[config.mk]
export PLATFORM = sky130hd
export DESIGN_NAME = i2c_multi_channel_sequencer
export DESIGN_NICKNAME = d
export VERILOG_FILES = /design/src/rtl/i2c_seq_pkg.sv /design/src/rtl/i2c_seq_chan_table.sv /design/src/rtl/i2c_multi_channel_sequencer.sv
export SDC_FILE = /design/constraint.sdc
export NUM_CORES = 1
export LEC_CHECK = 0
export CORE_UTILIZATION = 59
export DETAILED_ROUTE_END_ITERATION = 16
export PLACE_DENSITY = 0.85
export SLEW_MARGIN = 5
export SYNTH_ARGS = -nofsm -noshare
export SYNTH_HDL_FRONTEND = slang
export SYNTH_SLANG_ARGS = --single-unit
[constraint.sdc]
create_clock -name i_clk -period 9.8 [get_ports i_clk]
set_clock_uncertainty 0.2 [all_clocks]
set_input_delay 1.47 -clock i_clk [delete_from_list [all_inputs] [get_ports i_clk]]
set_output_delay 1.47 -clock i_clk [all_outputs]
set_load 0.02 [all_outputs]
[src/rtl/i2c_seq_pkg.sv]
// Shared definitions for the multi-channel I2C sequencer: FSM states,
// channel-table field layout and transfer direction constants.
package i2c_seq_pkg;

  typedef enum logic [2:0] {
    ST_IDLE,
    ST_SCAN,
    ST_FETCH,
    ST_GO,
    ST_XFER,
    ST_STOPW,
    ST_DONE
  } seq_state_t;

  // Channel entry layout: {en, rw, nbytes[5:0], dev_add[6:0], rsvd, ptr[7:0]}
  localparam int CFG_EN      = 23;
  localparam int CFG_RW      = 22;
  localparam int CFG_NB_LSB  = 16;
  localparam int CFG_DEV_LSB = 9;
  localparam int CFG_RSVD    = 8;
  localparam int CFG_PTR_LSB = 0;

  localparam logic RW_READ  = 1'b1;
  localparam logic RW_WRITE = 1'b0;

  function automatic logic [5:0] clampBytes(input logic [5:0] n, input int maxBytes);
    return (n > 6'(maxBytes)) ? 6'(maxBytes) : n;
  endfunction

endpackage

[src/rtl/i2c_seq_chan_table.sv]
// Channel configuration register file: one synchronous write port for the
// host, one asynchronous read port for the sequencer FSM.
module i2c_seq_chan_table #(
  parameter int NUM_CH = 4,
  parameter int CH_W   = 2
) (
  input  logic            i_clk,
  input  logic            i_reset,
  input  logic            i_wr,
  input  logic [CH_W-1:0] i_wr_ch,
  input  logic [23:0]     i_wr_data,
  input  logic [CH_W-1:0] i_rd_ch,
  output logic [23:0]     o_rd_data
);

  logic [23:0] r_table [NUM_CH];

  // Out-of-range channel indices are dropped when NUM_CH is not a power of 2
  always_ff @(posedge i_clk or posedge i_reset) begin
    if (i_reset) begin
      for (int i = 0; i < NUM_CH; i++) r_table[i] <= '0;
    end else if (i_wr && (int'(i_wr_ch) < NUM_CH)) begin
      r_table[i_wr_ch] <= i_wr_data;
    end
  end

  assign o_rd_data = r_table[i_rd_ch];

endmodule

[src/rtl/i2c_multi_channel_sequencer.sv]
// Round-robin sequencer driving one I2C master over a table of channels,
// moving write/read bytes through a shared byte RAM partitioned per channel.
module i2c_multi_channel_sequencer
  import i2c_seq_pkg::*;
#(
  parameter int NUM_CH      = 4,
  parameter int MAX_BYTES   = 8,
  parameter int CH_W        = 2,
  parameter int BY_W        = 3,
  parameter int TIMEOUT_CYC = 50000
) (
  input  logic                 i_clk,
  input  logic                 i_reset,
  input  logic                 i_cfg_w,
  input  logic [CH_W-1:0]      i_cfg_ch,
  input  logic [23:0]          i_cfg_data,
  input  logic                 i_start,
  input  logic                 i_poll_mode,
  output logic                 o_busy,
  output logic                 o_pass_done,
  output logic [NUM_CH-1:0]    o_err_flags,
  input  logic                 i_err_clr,
  output logic [CH_W+BY_W-1:0] o_ram_add,
  output logic [7:0]           o_ram_din,
  output logic                 o_ram_w,
  input  logic [7:0]           i_ram_dout,
  output logic                 o_master_go,
  output logic                 o_master_rw,
  output logic [5:0]           o_master_nbyte,
  output logic [6:0]           o_master_dev,
  output logic [7:0]           o_master_ptr,
  output logic [7:0]           o_master_wdata,
  output logic                 o_master_stop,
  input  logic                 i_master_ready,
  input  logic                 i_master_done,
  input  logic                 i_master_ack,
  input  logic [7:0]           i_master_rdata
);

  localparam int TMO_W = $clog2(TIMEOUT_CYC + 1);
  localparam logic [TMO_W-1:0] TMO_LAST  = TMO_W'(TIMEOUT_CYC - 1);
  localparam logic [CH_W:0]    SWEEP_LEN = (CH_W + 1)'(NUM_CH);
  localparam logic [CH_W-1:0]  CH_LAST   = CH_W'(NUM_CH - 1);

  seq_state_t             r_state;
  logic [CH_W-1:0]        r_ch;
  logic [CH_W:0]          r_visited;
  logic [BY_W-1:0]        r_idx;
  logic [CH_W+BY_W-1:0]   r_ramAdd;
  logic                   r_fetchWait;
  logic [1:0]             r_refetch;
  logic [TMO_W-1:0]       r_tmo;

  logic [23:0]            w_entry;
  logic                   w_en;
  logic [5:0]             w_nbyte;
  logic [CH_W-1:0]        w_chNext;
  logic                   w_store;
  logic                   w_lastByte;
  logic                   w_unusedRsvd;

  i2c_seq_chan_table #(
    .NUM_CH (NUM_CH),
    .CH_W   (CH_W)
  ) u_table (
    .i_clk     (i_clk),
    .i_reset   (i_reset),
    .i_wr      (i_cfg_w),
    .i_wr_ch   (i_cfg_ch),
    .i_wr_data (i_cfg_data),
    .i_rd_ch   (r_ch),
    .o_rd_data (w_entry)
  );

  assign w_en         = w_entry[CFG_EN] && (w_entry[CFG_NB_LSB +: 6] != 6'd0);
  assign w_nbyte      = clampBytes(w_entry[CFG_NB_LSB +: 6], MAX_BYTES);
  assign w_chNext     = (r_ch == CH_LAST) ? '0 : r_ch + 1'b1;
  assign w_lastByte   = (6'(r_idx) == o_master_nbyte - 6'd1);
  assign w_unusedRsvd = w_entry[CFG_RSVD];

  // Read bytes land in RAM in the very cycle the master reports them
  assign w_store   = (r_state == ST_XFER) && i_master_done && i_master_ack &&
                     (o_master_rw == RW_READ);
  assign o_ram_w   = w_store;
  assign o_ram_din = w_store ? i_master_rdata : 8'h00;
  assign o_ram_add = w_store ? {r_ch, r_idx} : r_ramAdd;

  always_ff @(posedge i_clk or posedge i_reset) begin
    if (i_reset) begin
      r_state        <= ST_IDLE;
      r_ch           <= '0;
      r_visited      <= '0;
      r_idx          <= '0;
      r_ramAdd       <= '0;
      r_fetchWait    <= 1'b0;
      r_refetch      <= 2'd0;
      r_tmo          <= '0;
      o_busy         <= 1'b0;
      o_pass_done    <= 1'b0;
      o_err_flags    <= '0;
      o_master_go    <= 1'b0;
      o_master_rw    <= 1'b0;
      o_master_nbyte <= 6'd0;
      o_master_dev   <= 7'd0;
      o_master_ptr   <= 8'd0;
      o_master_wdata <= 8'd0;
      o_master_stop  <= 1'b0;
    end else begin
      o_master_go <= 1'b0;
      o_pass_done <= 1'b0;
      // A flag set later in this block overrides the clear for that channel
      if (i_err_clr) o_err_flags <= '0;

      case (r_state)
        ST_IDLE: begin
          if (i_start) begin
            o_busy    <= 1'b1;
            r_visited <= '0;
            r_state   <= ST_SCAN;
          end
        end

        ST_SCAN: begin
          if (r_visited == SWEEP_LEN) begin
            r_state <= ST_DONE;
          end else begin
            r_visited <= r_visited + 1'b1;
            if (w_en) begin
              o_master_rw    <= w_entry[CFG_RW];
              o_master_nbyte <= w_nbyte;
              o_master_dev   <= w_entry[CFG_DEV_LSB +: 7];
              o_master_ptr   <= w_entry[CFG_PTR_LSB +: 8];
              r_idx          <= '0;
              r_ramAdd       <= {r_ch, {BY_W{1'b0}}};
              r_fetchWait    <= 1'b0;
              r_state        <= (w_entry[CFG_RW] == RW_READ) ? ST_GO : ST_FETCH;
            end else begin
              r_ch <= w_chNext;
            end
          end
        end

        ST_FETCH: begin
          r_fetchWait <= 1'b1;
          if (r_fetchWait) begin
            o_master_wdata <= i_ram_dout;
            r_state        <= ST_GO;
          end
        end

        ST_GO: begin
          if (i_master_ready) begin
            o_master_go <= 1'b1;
            r_tmo       <= '0;
            r_refetch   <= 2'd0;
            r_state     <= ST_XFER;
          end
        end

        // Refetch pipeline: address issued on done, RAM data two cycles later
        ST_XFER: begin
          if (r_refetch == 2'd2) begin
            r_refetch <= 2'd1;
          end else if (r_refetch == 2'd1) begin
            o_master_wdata <= i_ram_dout;
            r_refetch      <= 2'd0;
          end

          if (i_master_done) begin
            r_tmo <= '0;
            if (!i_master_ack || w_lastByte) begin
              if (!i_master_ack) o_err_flags[r_ch] <= 1'b1;
              o_master_stop <= 1'b1;
              r_state       <= ST_STOPW;
            end else begin
              r_idx <= r_idx + 1'b1;
              if (o_master_rw == RW_WRITE) begin
                r_ramAdd  <= {r_ch, r_idx + 1'b1};
                r_refetch <= 2'd2;
              end
            end
          end else if (r_tmo == TMO_LAST) begin
            o_err_flags[r_ch] <= 1'b1;
            o_master_stop     <= 1'b1;
            r_state           <= ST_STOPW;
          end else begin
            r_tmo <= r_tmo + 1'b1;
          end
        end

        ST_STOPW: begin
          if (i_master_ready) begin
            o_master_stop <= 1'b0;
            r_ch          <= w_chNext;
            r_state       <= ST_SCAN;
          end
        end

        ST_DONE: begin
          o_pass_done <= 1'b1;
          r_visited   <= '0;
          if (i_poll_mode) begin
            r_state <= ST_SCAN;
          end else begin
            o_busy  <= 1'b0;
            r_state <= ST_IDLE;
          end
        end

        default: r_state <= ST_IDLE;
      endcase
    end
  end

endmodule
# ---- Yosys cells after proc, flatten, opt, wreduce, memory -nomap -nowiden
# Cells that the tools add are included.
dict set report op_classes {
  n_addsub 5
  n_lt_le_gt_ge 6
  n_eq_ne 29
  mux 77
  bitwise_logic 4
  n_reduce_logical 30
}
# cell n
set op_table {}
lappend op_table {{$bwmux W96} 1}
lappend op_table {{$mux W24} 3}
lappend op_table {{$bmux W24 S2} 1}
lappend op_table {{$demux W24 S2} 1}
lappend op_table {{$mux W16} 3}
lappend op_table {{$mux W3} 15}
lappend op_table {{$mux W8} 4}
lappend op_table {{$pmux W16 S2} 1}
lappend op_table {{$mux W5} 6}
lappend op_table {{$mux W4} 6}
lappend op_table {{$ne A2 B2 Y1 const B} 12}
lappend op_table {{$pmux W3 S7} 1}
lappend op_table {{$mux W2} 10}
lappend op_table {{$add A16 B1 Y16 const B} 1}
lappend op_table {{$eq A16 B16 Y1 const B} 1}
lappend op_table {{$pmux W8 S2} 1}
lappend op_table {{$reduce_and A3 Y1} 5}
lappend op_table {{$mux W1} 14}
lappend op_table {{$reduce_bool A2 Y1} 7}
lappend op_table {{$eq A3 B3 Y1 const B} 4}
lappend op_table {{$reduce_and A4 Y1} 3}
lappend op_table {{$pmux W5 S2} 1}
lappend op_table {{$pmux W3 S3} 1}
lappend op_table {{$pmux W2 S2} 2}
lappend op_table {{other kinds (33)} 47}
dict set report word_totals {
  reg_bits 169
  input_bits 51
  elab_cells 173
}

# ---- Depth between registers and ports, before layout
# Gate-level depths: netlist of the first run.
dict set report depth {
  word_depth 9
  depth_mapped 9
  mapped_depth_nobuf 8
}

# ---- Modules after synthesis
# A second synthesis of the first run with hierarchy kept.
dict set report hier_totals {
  hier_cells 579
  area_unflattened_um2 7880.1
}
# module instances cells_per_inst area_per_inst_um2 seq_area_each_um2
set by_module_without_submodules {}
lappend by_module_without_submodules {i2c_seq_chan_table 1 235 4194.0 2402.3}
lappend by_module_without_submodules {i2c_multi_channel_sequencer 1 344 3686.0 1826.8}

# ---- Worst setup path before layout of the first run
# Ideal clock, no wire load.
dict set report synth_path {
  path_kind {input to output}
  from {in i_master_done}
  to {out o_ram_add[0]}
  t_arrival_ps 2899
  required_time_ps 8130
  slack_ps 5231
  stages 6
  n_path_buf 2
  cell_sequence {clkbuf_1 > nand4bb_1 > nor2_1 > clkbuf_1 > nand2_1 > o21ai_0}
}
dict set report synth_between {
  elab_chain_cells 4
}
# item line_no
set synth_rtl {}
lappend synth_rtl {{start, declared} i2c_multi_channel_sequencer.sv:35} ;# input logic i_master_done,
lappend synth_rtl {{$logic_and A1 B1 Y1 (3 in series)} i2c_multi_channel_sequencer.sv:82} ;# assign w_store = (r_state == ST_XFER) && i_master_done && i_master_ack &&
lappend synth_rtl {{via o_ram_w} i2c_multi_channel_sequencer.sv:25} ;# output logic o_ram_w,
lappend synth_rtl {{$mux W5} i2c_multi_channel_sequencer.sv:86} ;# assign o_ram_add = w_store ? {r_ch, r_idx} : r_ramAdd;
lappend synth_rtl {{end, declared} i2c_multi_channel_sequencer.sv:23} ;# output logic [CH_W+BY_W-1:0] o_ram_add,
# The timed path passes the listed nets, and every way through them passes these cells.

# ---- Worst setup path in the final report of the first run
dict set report layout_path {
  from {in i_master_done}
  to {out o_ram_add[3]}
}
dict set report layout_between {
  elab_chain_cells 4
}
# item line_no
set layout_rtl {}
lappend layout_rtl {{$logic_and A1 B1 Y1 (3 in series)} i2c_multi_channel_sequencer.sv:82}
lappend layout_rtl {{$mux W5} i2c_multi_channel_sequencer.sv:86}
# No other way between the ends.

==> results of run 1 <==
==> placed cells by master (no fill, tap or decap), types with 3 or more instances in the layout <==
cell type and n:
dfrtp_1 164, mux2_2 123, clkdlybuf4s50_1 101, nand2_1 31, o21ai_0 28, nor2_1 27
mux4_2 20, inv_1 17, clkbuf_16 17, a21oi_1 12, and2_1 12, nand3_1 11
ha_1 9, nor3_1 8, o211ai_1 8, o31ai_1 7, buf_4 7, xor2_1 6
nand3b_1 5, nor3b_1 5, xnor2_1 5, nand2b_1 4, nand4_1 4, o22ai_1 4
clkbuf_8 4, a211o_1 3, or3_1 3, nand4b_1 3, nor2b_1 3, a22o_1 3
bufinv_16 3
==> path summary, 6_finish.rpt <==
check	from	to	slack, ns
max	i_master_done	o_ram_add[3]	4.00
min in group asynchronous	i_reset	o_master_ptr[3]	1.42
min	u_table.r_table[36]	u_table.r_table[36]	0.30
max reg2reg	r_ch[0]	r_ramAdd[3]	6.02
max in group asynchronous	i_reset	u_table.r_table[50]	6.64
min reg2reg	u_table.r_table[36]	u_table.r_table[36]	0.30
==> area by class of cell <==
class                   count  share of cell area [%]
flip-flops and latches    165                    44.1
multi-input cells         375                    35.2
repair buffers            108                    11.4
clock buffers              23                    5.21
well taps                 172                    2.30
clock inverters             4                    1.04
inverters                  18                   0.775
==> registers in the layout, summed over array words and instances (netlist names), 4 cells and up <==
register and count:
o_master_nbyte 6, u_table.r_table 92, o_master_dev 7, r_tmo 16, o_err_flags 4, o_master_ptr 8, o_master_wdata 8, r_ramAdd 5
==> metrics by stage <==
stage | setup WS (ns) | utilization (%)
after floorplan | 3.67 | -
after global placement | 4.08 | 69.9
after detailed placement | 4.03 | 69.9
after CTS | 4.02 | 74.5
after global routing | 3.82 | 74.5
final | 4.00 | 74.5
==> layer usage <==
metal | track usage, % | routed length, um | up-vias
met2 | 45.1 | 8160 | 156
met1 | 32.1 | 6700 | 2624
met3 | 6.75 | 852 | 29
met5 | 0 | 0 | -
li1 | - | - | 2329
met4 | 11.3 | 290 | 0
==> power breakdown <==
part | internal [uW] | total [uW] | switching, uW
sequential | 849 | 1000 | 152
clock | 421 | 666 | 246
combinational | 467 | 864 | 397
total | 1740 | 2530 | 795
==> cell families after synthesis <==
group	after synthesis	share of synthesized area [%]
AOI/OAI and AO/OA	78	6.55
xor gates and xnor gates	11	1.27
adders and majority gates	9	1.48
buffers and inverters	44	2.32
DFF	165	54.3
muxes	147	24.9
and+or+nand+nor	130	9.14
==> run metrics, run 1 <==
number of I/O port buffers 101; minimum clock period 5.80 ns; Top FF cell, synth dfrtp_1; top post-synthesis cells by count dfrtp_1 (165), mux2_2 (123), nand2_1 (31), o21ai_0 (28), nor2_1 (27); Worst EP arrival 4.13 ns; Syn Nets 644; Max Fanout on Critical Path 17; Hold Fails Final Rpt 0; Hold Path Class flip-flop to flip-flop; Total GRT Usage 26.4%; Critical Path Max Stage Delay 0.79 ns; hold depth 1; clock tree buffer depth 2; H-tree levels 4; first-pass GRT wire length 26500 um; Max transition margin 30.8%; hpwl dp 10500 um; Worst path depth 5; register bit total from synthesis 165; DR WL/cell 18.5 um; die area 0.0133 sq mm; cell taking the most area after synthesis dfrtp_1; post-route cell area 0.00937 sq mm; Synth-to-Final Area Change 23.2%; part of the Yosys area used for sequential elements 54.3%; Worst EP required 8.13 ns; Post-synth ARST share 100%; Pleak 0.00391 uW; core area 0.0126 sq mm; Placed Cells 838; worst hold margin 0.299 ns; Vias/cell 5.94; clock sinks 165; startpoint types input port; most frequent cell after synthesis dfrtp_1; initial antenna violation count 0; CP top delay family buffers and inverters; # IOs 103; # resized after CTS 0; Synth area leaders dfrtp_1 (54%), mux2_2 (18%), mux4_2 (5.9%); outcome finished clean; Syn Area/Cell 13.0 sq um; proportion of netlist area held by the largest area contributor 54.3%; clk_lat worst skew 0.42 ns; number of synthesized flops with an enable pin 0; Crit-path slowest cell nor2_1; Setup TNS 0 ns; placer congestion estimate 0.845; Die Ht 116 um; DRC viols 0; VDD IR max 0.000159 V; Setup violations, final 0; layout cell share with drive strength beyond 1 26.0%; First-pass DRT Iterations 4; Worst-path clk slew 0.06 ns; Pwr Total 2530 uW; Worst-Margin Slew 1.04 ns; area of the multi-input gates 0.00330 sq mm; unrepaired setup endpoints after global routing false; cell mode on critical path clkdlybuf4s50_1; fin crit share 59.2%; synth unique cells 54; n_diodes 0; vias in the first global route 5386; Root Buffer clkbuf_16; max cap viols 0; largest net degree at the start of global routing 102; Routed Wire Length 16000 um; WP buf/inv 2; grt ovf 0; Ys Warns 0; WS Path Type input port to output pin; Slew Limit Fails 0; Die Wd 116 um; Hold-fix buffers, CTS 0; # nets final 745; Post-Syn Area 0.00760 sq mm; Filler Cell Count 820; Starting Density 60.5%; worst-path cell chain clkdlybuf4s50_1 > nand4bb_1 > nor2_1 > mux2_2 > clkdlybuf4s50_1; postcts setup bufs 0; Syn Inst Count 584; Post-Layout Cell Count 865; Post-DP Area 0.00878 sq mm; site row count 41; Pwr per Cell Area 270 mW/mm^2; Num CTS Buffers 17; r2r worst-path depth 6; Sequential Area 0.00413 sq mm; fmax 0.172 GHz; routed vias 5138; antenna-violating nets left 0; number of DRC markers in iteration 0 298; TritonCTS clock tree yes; Critical Path End Type output pin
Note: power is estimated with default switching activity, not from simulation.
==> inputs of run 2 (changes only) <==
CORE_UTILIZATION = 55   (was 59)
PLACE_DENSITY = 0.8   (was 0.85)
clock period = 5.9 ns   (was 9.8 ns; I/O delays follow)
==> run metrics, run 2 (synthesis results as in run 1) <==
outcome finished clean; CP top delay family buffers and inverters; layout cell share with drive strength beyond 1 26.6% (+0.64 points); WP buf/inv 2 (unchanged); Routed Wire Length 16100 um (+0.49%); clk_lat worst skew 0.43 ns (about the same); n_diodes 0 (unchanged); Worst-path clk slew 0.06 ns (about the same); Logic pwr share 34.8% (+0.7 points); Worst EP required 4.82 ns (-3.31 ns); largest registers u_table.r_table x92, r_tmo x16; fin crit share 78.2%; Sw Share 31.6% (+0.19 points); minimum clock period 4.61 ns; Slew Limit Fails 0 (unchanged); postcts setup bufs 0 (unchanged); Worst EP arrival 3.53 ns (-0.60 ns); Pwr per Cell Area 451 mW/mm^2 (+67%); first-pass GRT wire length 26300 um (-0.60%); DRC viols 0 (unchanged); Worst-Margin Slew 1.06 ns (+0.0259 ns); Starting Density 56.9% (-3.5 points); number of I/O port buffers 101 (unchanged); cell mode on critical path clkdlybuf4s50_1; hpwl dp 10600 um (+1.7%); area of the multi-input gates 0.00330 sq mm (unchanged); site row count 42 (+2.4%); unrepaired setup endpoints after global routing false; # nets final 747 (+0.27%); Num CTS Buffers 17 (unchanged); Top reg by flops u_table.r_table; Hold-fix buffers, CTS 0 (unchanged); grt ovf 0 (unchanged); Root Buffer clkbuf_16; # resized after CTS 0 (unchanged); VDD IR max 0.000241 V (+52%); Switch Pwr 1340 uW (+69%); # IOs 103 (unchanged); Internal 2900 uW (+67%); max FFs per register 92 (unchanged); placer congestion estimate 0.883 (+4.5%); number of DRC markers in iteration 0 301 (+1.0%); Total GRT Usage 24.1% (-2.3 points); Filler Cell Count 905 (+10%); Max Fanout on Critical Path 17 (unchanged); max cap viols 0 (unchanged); Clock power frac 26.8% (+0.5 points); routed vias 5136 (-0.039%); Seq pwr share 38.4% (-1.1 points); clock tree buffer depth 2 (unchanged); Crit-path slowest cell nor2_1; fmax 0.217 GHz; Post-Layout Cell Count 875 (+1.2%); Hold Fails Final Rpt 0 (unchanged); most frequent cells in the layout dfrtp_1 (164), mux2_2 (123), clkdlybuf4s50_1 (101); Pleak 0.00393 uW (+0.44%); Sequential Area 0.00413 sq mm (unchanged); antenna-violating nets left 0 (unchanged); First-pass DRT Iterations 5 (+1); WS Path Type input port to output pin; worst-path cell chain clkdlybuf4s50_1 > nand4bb_1 > nor2_1 > mux2_2 > clkdlybuf4s50_1; Vias/cell 5.87 (-1.2%); DR WL/cell 18.4 um (-0.65%); Hold Path Class flip-flop to flip-flop; Die Ht 120 um (+3.5%); die area 0.0143 sq mm (+7.1%); initial antenna violation count 0 (unchanged); Max transition margin 29.1% (-1.7 points); vias in the first global route 5299 (-1.6%); Placed Cells 844 (+0.72%); Setup TNS 0 ns (unchanged); Synth-to-Final Area Change 23.8%; Critical Path Max Stage Delay 0.77 ns (-0.02 ns); Critical Path End Type output pin; clock sinks 165 (unchanged); largest net degree at the start of global routing 120 (+18%); core area 0.0133 sq mm (+6.2%); H-tree levels 4 (unchanged); TritonCTS clock tree yes; startpoint types input port; Die Wd 120 um (+3.5%); leading cell type in the layout, fill and taps excluded dfrtp_1; Setup violations, final 0 (unchanged)
-- run 2: cell count changes in the layout (fill, tap and decap cells not counted) --
| cell | previous run | this run |
|---|---|---|
| buf_4 | 7 | 9 |
| clkinv_2 | 0 | 2 |
| clkinvlp_4 | 1 | 3 |
-- run 2: cell type report --
type	count	share of cell area, %
sequential	165	43.9
multi-input combinational	375	35.1
timing repair buffer	110	11.5
clock buffer	23	5.18
tap	176	2.34
clock inverter	8	1.30
inverter	18	0.771
-- run 2: worst reg2reg max path: stages, from the launching register on --
cell      delay, ns
dfrtp_2        0.58
mux4_1         0.65
or3_1          0.40
o211ai_1       0.22
buf_4          0.35
o21ai_0        0.39
mux2_2         0.38
-- run 2: layer usage --
layer | track usage (%) | routed length, um
met5 | 0 | 0
met4 | 9.53 | 345
met3 | 6.32 | 816
met2 | 40.5 | 8070
met1 | 29.9 | 6850
-- run 2: stage by stage --
step	total power, uW	util (%)	hold WS, ns	cell area (sq um)	setup slack [ns]
finish	4240	70.5	0.283	9410	1.29
global route	4460	70.5	0.316	9410	1.13
detailed placement	3120	65.9	0.274	8800	1.32
CTS	4270	70.5	0.287	9410	1.31
global placement	3060	65.9	0.268	8800	1.37
floorplan	2610	-	0.238	7600	0.353
-- run 2: path summary, 6_finish.rpt --
| check | from | endpoint | slack (ns) | cells after the start |
|---|---|---|---|---|
| setup / recovery | i_master_done | o_ram_add[4] | 1.29 | 5 |
| hold / removal | r_tmo[15] | r_tmo[15] | 0.28 | 1 |
| setup reg to reg | r_ch[0] | r_ramAdd[3] | 2.62 | 6 |
| hold reg to reg | r_tmo[15] | r_tmo[15] | 0.28 | 1 |
| max in group asynchronous | i_reset | u_table.r_table[74] | 3.38 | 3 |
| min in group asynchronous | i_reset | o_err_flags[3] | 0.86 | 2 |
-- run 2: power groups by stage --
| stage | sequential [uW] | combinational [uW] | clock, uW |
|---|---|---|---|
| 3_3_place_gp | 1620 | 1440 | 0 |
| 3_5_place_dp | 1640 | 1480 | 0 |
| 5_1_grt | 1670 | 1590 | 1200 |
| 2_1_floorplan | 1690 | 925 | 0 |
| 6_report | 1630 | 1480 | 1140 |
| 4_1_cts | 1630 | 1490 | 1150 |
